==> src/rtl/vga_pattern_tx.sv <==
// 800x600@60 VGA-style test-pattern source with 1-bit sigma-delta colour streams.
// Pipeline: counters -> pattern level register -> modulator/output register, 2 cycles end to end.
module vga_pattern_tx #(
    parameter int H_VIS  = 800,
    parameter int H_FP   = 40,
    parameter int H_SYNC = 128,
    parameter int H_BP   = 88,
    parameter int V_VIS  = 600,
    parameter int V_FP   = 1,
    parameter int V_SYNC = 4,
    parameter int V_BP   = 23,
    parameter int HS_POL = 1,
    parameter int VS_POL = 1,
    parameter int BAR_W  = 100,
    parameter int GRAD_W = 50
) (
    input  logic        clock,
    input  logic        reset,
    input  logic [1:0]  pattern_sel,
    input  logic [11:0] solid_rgb,
    output logic        hsync,
    output logic        vsync,
    output logic        red_bit,
    output logic        green_bit,
    output logic        blue_bit,
    output logic        visible,
    output logic        frame_start
);
    localparam int H_TOT = H_VIS + H_FP + H_SYNC + H_BP;
    localparam int V_TOT = V_VIS + V_FP + V_SYNC + V_BP;
    // at least 6 bits so the checkerboard can always use bit 5 of either counter
    localparam int HW = ($clog2(H_TOT) > 6) ? $clog2(H_TOT) : 6;
    localparam int VW = ($clog2(V_TOT) > 6) ? $clog2(V_TOT) : 6;
    localparam int BW = (BAR_W > 1) ? $clog2(BAR_W) : 1;
    localparam int GW = (GRAD_W > 1) ? $clog2(GRAD_W) : 1;

    localparam logic [HW-1:0] H_LAST  = HW'(H_TOT - 1);
    localparam logic [HW-1:0] H_VIS_C = HW'(H_VIS);
    localparam logic [HW-1:0] HS_BEG  = HW'(H_VIS + H_FP);
    localparam logic [HW-1:0] HS_END  = HW'(H_VIS + H_FP + H_SYNC);
    localparam logic [VW-1:0] V_LAST  = VW'(V_TOT - 1);
    localparam logic [VW-1:0] V_VIS_C = VW'(V_VIS);
    localparam logic [VW-1:0] VS_BEG  = VW'(V_VIS + V_FP);
    localparam logic [VW-1:0] VS_END  = VW'(V_VIS + V_FP + V_SYNC);
    localparam logic [BW-1:0] BAR_LAST  = BW'(BAR_W - 1);
    localparam logic [GW-1:0] GRAD_LAST = GW'(GRAD_W - 1);
    localparam logic HS_ON = (HS_POL != 0);
    localparam logic VS_ON = (VS_POL != 0);

    logic [HW-1:0] hcount;
    logic [VW-1:0] vcount;
    logic [BW-1:0] bar_cnt;
    logic [2:0]    bar_idx;
    logic [GW-1:0] grad_cnt;
    logic [3:0]    grad_step;
    logic [1:0]    pat_q;

    logic          at_origin, act0;
    logic [1:0]    pat_eff;
    logic [11:0]   lvl0;

    logic [11:0]   s1_lvl;
    logic          s1_act, s1_hs, s1_vs, s1_fs, s1_lstart;

    logic [3:0]    acc_r, acc_g, acc_b;
    logic [3:0]    base_r, base_g, base_b;
    logic [4:0]    sum_r, sum_g, sum_b;

    // Stage 0: position counters plus divider-free bar/gradient column counters.
    always_ff @(posedge clock) begin
        if (reset) begin
            hcount    <= '0;
            vcount    <= '0;
            bar_cnt   <= '0;
            bar_idx   <= '0;
            grad_cnt  <= '0;
            grad_step <= '0;
            pat_q     <= '0;
        end else begin
            if (hcount == H_LAST) begin
                hcount    <= '0;
                bar_cnt   <= '0;
                bar_idx   <= '0;
                grad_cnt  <= '0;
                grad_step <= '0;
                vcount    <= (vcount == V_LAST) ? '0 : vcount + 1'b1;
            end else begin
                hcount <= hcount + 1'b1;
                if (bar_cnt == BAR_LAST) begin
                    bar_cnt <= '0;
                    bar_idx <= bar_idx + 1'b1;
                end else begin
                    bar_cnt <= bar_cnt + 1'b1;
                end
                if (grad_cnt == GRAD_LAST) begin
                    grad_cnt <= '0;
                    if (grad_step != 4'hF) grad_step <= grad_step + 1'b1;
                end else begin
                    grad_cnt <= grad_cnt + 1'b1;
                end
            end
            if (at_origin) pat_q <= pattern_sel;
        end
    end

    // The origin pixel already uses the freshly latched selection, so a frame never mixes patterns.
    always_comb begin
        at_origin = (hcount == '0) && (vcount == '0);
        act0      = (hcount < H_VIS_C) && (vcount < V_VIS_C);
        pat_eff   = at_origin ? pattern_sel : pat_q;
        lvl0      = '0;
        if (act0) begin
            case (pat_eff)
                2'b00:   lvl0 = solid_rgb;
                2'b01:   lvl0 = {{4{bar_idx[2]}}, {4{bar_idx[1]}}, {4{bar_idx[0]}}};
                2'b10:   lvl0 = {3{grad_step}};
                default: lvl0 = {12{hcount[5] ^ vcount[5]}};
            endcase
        end
    end

    always_ff @(posedge clock) begin
        if (reset) begin
            s1_lvl    <= '0;
            s1_act    <= 1'b0;
            s1_hs     <= 1'b0;
            s1_vs     <= 1'b0;
            s1_fs     <= 1'b0;
            s1_lstart <= 1'b0;
        end else begin
            s1_lvl    <= lvl0;
            s1_act    <= act0;
            s1_hs     <= (hcount >= HS_BEG) && (hcount < HS_END);
            s1_vs     <= (vcount >= VS_BEG) && (vcount < VS_END);
            s1_fs     <= at_origin;
            s1_lstart <= (hcount == '0);
        end
    end

    // First-order sigma-delta: the carry out of acc+L is the output bit.
    always_comb begin
        base_r = s1_lstart ? 4'd0 : acc_r;
        base_g = s1_lstart ? 4'd0 : acc_g;
        base_b = s1_lstart ? 4'd0 : acc_b;
        sum_r  = {1'b0, base_r} + {1'b0, s1_lvl[11:8]};
        sum_g  = {1'b0, base_g} + {1'b0, s1_lvl[7:4]};
        sum_b  = {1'b0, base_b} + {1'b0, s1_lvl[3:0]};
    end

    always_ff @(posedge clock) begin
        if (reset) begin
            acc_r       <= '0;
            acc_g       <= '0;
            acc_b       <= '0;
            red_bit     <= 1'b0;
            green_bit   <= 1'b0;
            blue_bit    <= 1'b0;
            hsync       <= ~HS_ON;
            vsync       <= ~VS_ON;
            visible     <= 1'b0;
            frame_start <= 1'b0;
        end else begin
            if (s1_act) begin
                acc_r     <= sum_r[3:0];
                acc_g     <= sum_g[3:0];
                acc_b     <= sum_b[3:0];
                red_bit   <= sum_r[4];
                green_bit <= sum_g[4];
                blue_bit  <= sum_b[4];
            end else begin
                acc_r     <= '0;
                acc_g     <= '0;
                acc_b     <= '0;
                red_bit   <= 1'b0;
                green_bit <= 1'b0;
                blue_bit  <= 1'b0;
            end
            hsync       <= s1_hs ? HS_ON : ~HS_ON;
            vsync       <= s1_vs ? VS_ON : ~VS_ON;
            visible     <= s1_act;
            frame_start <= s1_fs;
        end
    end
endmodule

==> config.mk <==
export PLATFORM = sky130hd
export DESIGN_NAME = vga_pattern_tx
export DESIGN_NICKNAME = d
export VERILOG_FILES = /design/src/rtl/vga_pattern_tx.sv
export SDC_FILE = /design/constraint.sdc
export NUM_CORES = 1
export LEC_CHECK = 0
export CAP_MARGIN = 10
export CELL_PAD_IN_SITES_DETAIL_PLACEMENT = 0
export CELL_PAD_IN_SITES_GLOBAL_PLACEMENT = 1
export CORE_UTILIZATION = 40
export CTS_CLUSTER_DIAMETER = 80
export DETAILED_ROUTE_END_ITERATION = 7
export MAX_ROUTING_LAYER = met4
export PLACE_DENSITY = 0.79
export SLEW_MARGIN = 30
export SYNTH_ARGS = -nofsm -noshare
export SYNTH_HDL_FRONTEND = slang
export SYNTH_SLANG_ARGS = --single-unit
==> constraint.sdc <==
create_clock -name clock -period 2.7 [get_ports clock]
set_clock_uncertainty 0.1 [all_clocks]
set_input_delay 0.54 -clock clock [delete_from_list [all_inputs] [get_ports clock]]
set_output_delay 0.54 -clock clock [all_outputs]
set_load 0.01 [all_outputs]
# Word level (Yosys, flattened, before mapping)
# Cells that the tools add are included.
# op_classes
shift	0
eq_ne	7
magnitude_cmp	6
n_mul	0
n_reduce_logical	13
muxes	8
n_bitwise	3
n_addsub	9
div	0
# ops
operator	n
$pmux W12 S3	1
$lt A11 B10 Y1 const B	2
$lt A10 B10 Y1 const B	2
$add A4 B4 Y5	3
$mux W4	3
$add A11 B1 Y11 const B	1
$eq A11 B11 Y1 const B	1
$ge A11 B10 Y1 const B	1
$logic_not A11 Y1	1
$add A10 B1 Y10 const B	1
$eq A10 B10 Y1 const B	1
$ge A10 B10 Y1 const B	1
$logic_not A10 Y1	1
$mux W10	1
$add A7 B1 Y7 const B	1
$eq A7 B7 Y1 const B	1
$add A6 B1 Y6 const B	1
$eq A6 B6 Y1 const B	1
$reduce_or A2 Y1	3
$reduce_or A3 Y1	2
$add A4 B1 Y4 const B	1
$logic_and A1 B1 Y1	4
$ne A4 B4 Y1 const B	1
$add A3 B1 Y3 const B	1
other kinds (8)	10
# totals
n_memories	0
romBits	0
mem_bits_rw	0
elab_cells	69
latch_bits	0
reg_bits	79
inputBits	16
out_inout_bits	7

# Longest topological paths before layout
# depth
ltp_word	5
mapped_depth	9
ltp_nobuf	8

# Worst setup path after synthesis
# Ideal clock, no wire load.
# synth_path
path_kind	reg2reg
from	register vcount[0]
to	register s1_lvl[10]
arrival_time_ns	1.779
t_required_ns	2.480
setup_time_ns	0.120
stages_incl_launch_ff	10
synth_period_minus_slack_ns	1.998
n_path_buf	1
setup_slack_ns	0.702
cell_sequence	dfxtp_1 -> inv_1 -> ha_1 -> nor3b_4 -> nand4_4 -> nor2_4 -> nor3_1 -> o21a_1 -> buf_6 -> a211o_1
# synth_via
elab_chain_cells	5
word_cells_on_any_way	11
cone_classes	order compare (1); eq/ne (2); mux (2); bitwise (1); reduce/logical (5)
# synth_rtl
item	line_no	rtl
start, declared	51	logic [VW-1:0] vcount;
start signal, assigned	86	vcount <= (vcount == V_LAST) ? '0 : vcount + 1'b1;
branches (longest 5 deep; another with $lt A10 B10 Y1)	--	
end signal, assigned	131	s1_lvl <= lvl0;
end, declared	62	logic [11:0] s1_lvl;
# Several ways; the timed one is not identified.
# A chain may end at the register's enable or synchronous reset.

# Worst setup path after layout
# layout_path
from	register hcount[0]
to	register s1_lvl[1]
# layout_via
elab_chain_cells	5
word_cells_on_any_way	11
cone_classes	order compare (1); eq/ne (2); mux (2); bitwise (1); reduce/logical (5)
# layout_rtl
item	line_no	rtl
start, declared	50	logic [HW-1:0] hcount;
start signal, assigned	88	hcount <= hcount + 1'b1;
branches (longest 5 deep; another with $lt A11 B10 Y1)	--	
# Several ways; the timed one is not identified.

==> flow_summary.json <==
{
  "status": "complete, no violations",
  "insertion_delay_ns": 0.36,
  "postPlaceCellArea_sq_um": 3971,
  "fin_area_sq_um": 4180,
  "critPathRequiredTime_ns": 2.85,
  "wl_per_cell_um": 12.89,
  "synth_enable_flop_cells": 0,
  "clk_pin_slew_ns": 0.08,
  "async_reset_ff_share_pct": 0,
  "yosysWarnings": 0,
  "ir_worst_vdd_uv": 234.6,
  "yosysMostFrequentCell": "dfxtp_1",
  "core_area_sq_um": 8763,
  "num_rows": 34,
  "synth_top_area_share_pct": 43.42,
  "fmax_ghz": 0.4503,
  "synth_cell_types": 48,
  "tns_ns": 0,
  "min_path_type": "reg2reg",
  "max_cap_violations": 0,
  "first_pass_iters": 4,
  "cp_max_fo": 12,
  "fin_crit_sh_pct": 82.26,
  "syn2layout_area_growth_pct": 14.77,
  "ios": 23,
  "power_mw": 2.370,
  "path_cells": "inv_1 -> ha_1 -> nor3b_1 -> nand3_1 -> nor2_4 -> nor3_1 -> o21a_1 -> a211o_1",
  "cp-start-kind": "flip-flop",
  "grt_pass1_wl_um": 11670,
  "yosysSeqAreaShare_pct": 43.42,
  "synth-seq-cells": 79,
  "nets": 459,
  "initial_core_util_pct": 41.56,
  "drt_iter0_markers": 98,
  "via_per_inst": 4.975,
  "port-buffer-count": 22,
  "whs_ns": 0.3396,
  "grt_max_degree": 17,
  "cts_buffers": 9,
  "post_cts_buffers": 0,
  "fin_util_pct": 47.70,
  "gr-total-overflow": 0,
  "cts_root_buf": "clkbuf_8",
  "finalWirelength_um": 6833,
  "cts-htree-levels": 3,
  "antenna_cells": 0,
  "cp_slowest_cell": "dfxtp_1",
  "cts_hold_buf": 0,
  "cts_tree": "yes",
  "fin_crit_ns": 2.221,
  "fillCellCount": 832,
  "drtAntennaViolNets": 0,
  "die_x_um": 97.43,
  "place.gp.congestion": 0.7682,
  "rsz0062_at_grt": "no",
  "netlist_top_cells_count": "dfxtp_1, nor2_1, inv_1",
  "syn_inst": 390,
  "pwr_density_cell_nw_per_um2": 567.0,
  "clock_path_buffers": 2,
  "yosys.area.top_type": "dfxtp_1",
  "max_stage_delay_ns": 0.35,
  "maxSlewHeadroom_pct": 61.14,
  "grt_pass1_vias": 2458,
  "avgSynthCellArea_sq_um": 9.339,
  "cts_resized": 0,
  "num_vias": 2637,
  "drcViolationCount": 0,
  "slew_violations": 0,
  "finalSetupViolCount": 0,
  "crit_type": "reg2reg",
  "grt_usage_pct": 15.97,
  "cts_num_sinks": 79,
  "crit_arrival_ns": 2.37,
  "hold_viol_final": 0,
  "p_leak_nw": 1.734,
  "dieArea_sq_um": 9492,
  "syn_nets": 432,
  "synthFlopType": "dfxtp_1",
  "antenna_found_initial": 0,
  "dp_hpwl_um": 4876,
  "synth_top_cells_by_area": "dfxtp_1, ha_1, nor2_1",
  "worst_pin_slew_ns": 0.5829,
  "end_kind": "flip-flop",
  "drive_gt1_share_pct": 9.005,
  "syn_area_sq_um": 3642,
  "die_y_um": 97.43
}
-- final cells by class --
type / instances / area, sq um / share of cell area, %
Clock buffer: 13 / 168.9 / 4.041
Clock inverter: 3 / 40.04 / 0.9578
Inverter: 27 / 101.3 / 2.424
Multi-Input combinational cell: 274 / 1903 / 45.53
Sequential cell: 79 / 1582 / 37.83
Tap cell: 108 / 135.1 / 3.233
Timing Repair Buffer: 26 / 250.2 / 5.986
-- layer usage --
metal | up-vias | track usage, % | share of wire (%)
met5 | - | - | 0
met4 | 0 | 5.430 | 1.1
met3 | 7 | 4.964 | 3.8
met2 | 31 | 23.35 | 45
met1 | 1229 | 20.88 | 51
li1 | 1370 | - | -
-- through the flow --
step                      std cells  setup slack (ns)
final                           530            0.4790
after global placement          514            0.3758
after floorplan                 390            0.7016
after global routing            530            0.2621
after CTS                       530            0.4391
after detailed placement        514            0.3553
-- flip-flops by register name (all words and copies together), names as in the netlist, 6 cells and up --
| register | cells |
|---|---|
| s1_lvl | 12 |
| hcount | 11 |
| vcount | 10 |
| bar_cnt | 7 |
| grad_cnt | 6 |
-- cells in the final DEF, fill, tap and decap left out, drive strengths merged, types with 4 or more instances in the layout --
master	count
nand2	16
a21oi	18
and2	4
nor2	60
nor2b	18
dfxtp	79
xor2	15
nand3	14
a211o	12
buf	4
nor4	4
clkdlybuf4s50	22
ha	23
nor3	16
xnor2	18
nand4	7
o21ai	11
and3	8
nand2b	5
clkbuf	13
inv	27
-- cells by family after synthesis --
group | count (synthesis) | share of synthesized area (%)
and+or+nand+nor | 163 | 24.94
muxes | 2 | 0.5497
buffers and inverters | 37 | 4.328
AOI/OAI and AO/OA | 50 | 9.275
adders and majority gates | 26 | 9.550
DFF | 79 | 43.42
xor gates and xnor gates | 33 | 7.935
-- report_power, final --
| group | leakage, nW | internal (mW) | switching (mW) |
|---|---|---|---|
| clock | 0.109 | 0.501 | 0.421 |
| sequential | 0.643 | 1.21 | 0.0316 |
| combinational | 0.982 | 0.0987 | 0.104 |
-- path summary, 6_finish.rpt --
path / startpoint / endpoint / slack [ns] / depth (start not counted)
hold / removal: s1_vs / vsync / 0.34 / 1
setup / recovery: hcount[0] / s1_lvl[1] / 0.48 / 8
hold reg to reg: s1_vs / vsync / 0.34 / 1
setup reg to reg: hcount[0] / s1_lvl[1] / 0.48 / 8
-- critical path, delay by kind of cell (launching register included) --
| kind | cells | cell delay (ns) |
|---|---|---|
| compound gates | 2 | 0.69 |
| fa+ha+maj | 1 | 0.14 |
| buf+inv | 1 | 0.07 |
| flops | 1 | 0.35 |
| simple gates | 4 | 0.78 |
No activity file was read; power rests on OpenSTA's default activity.
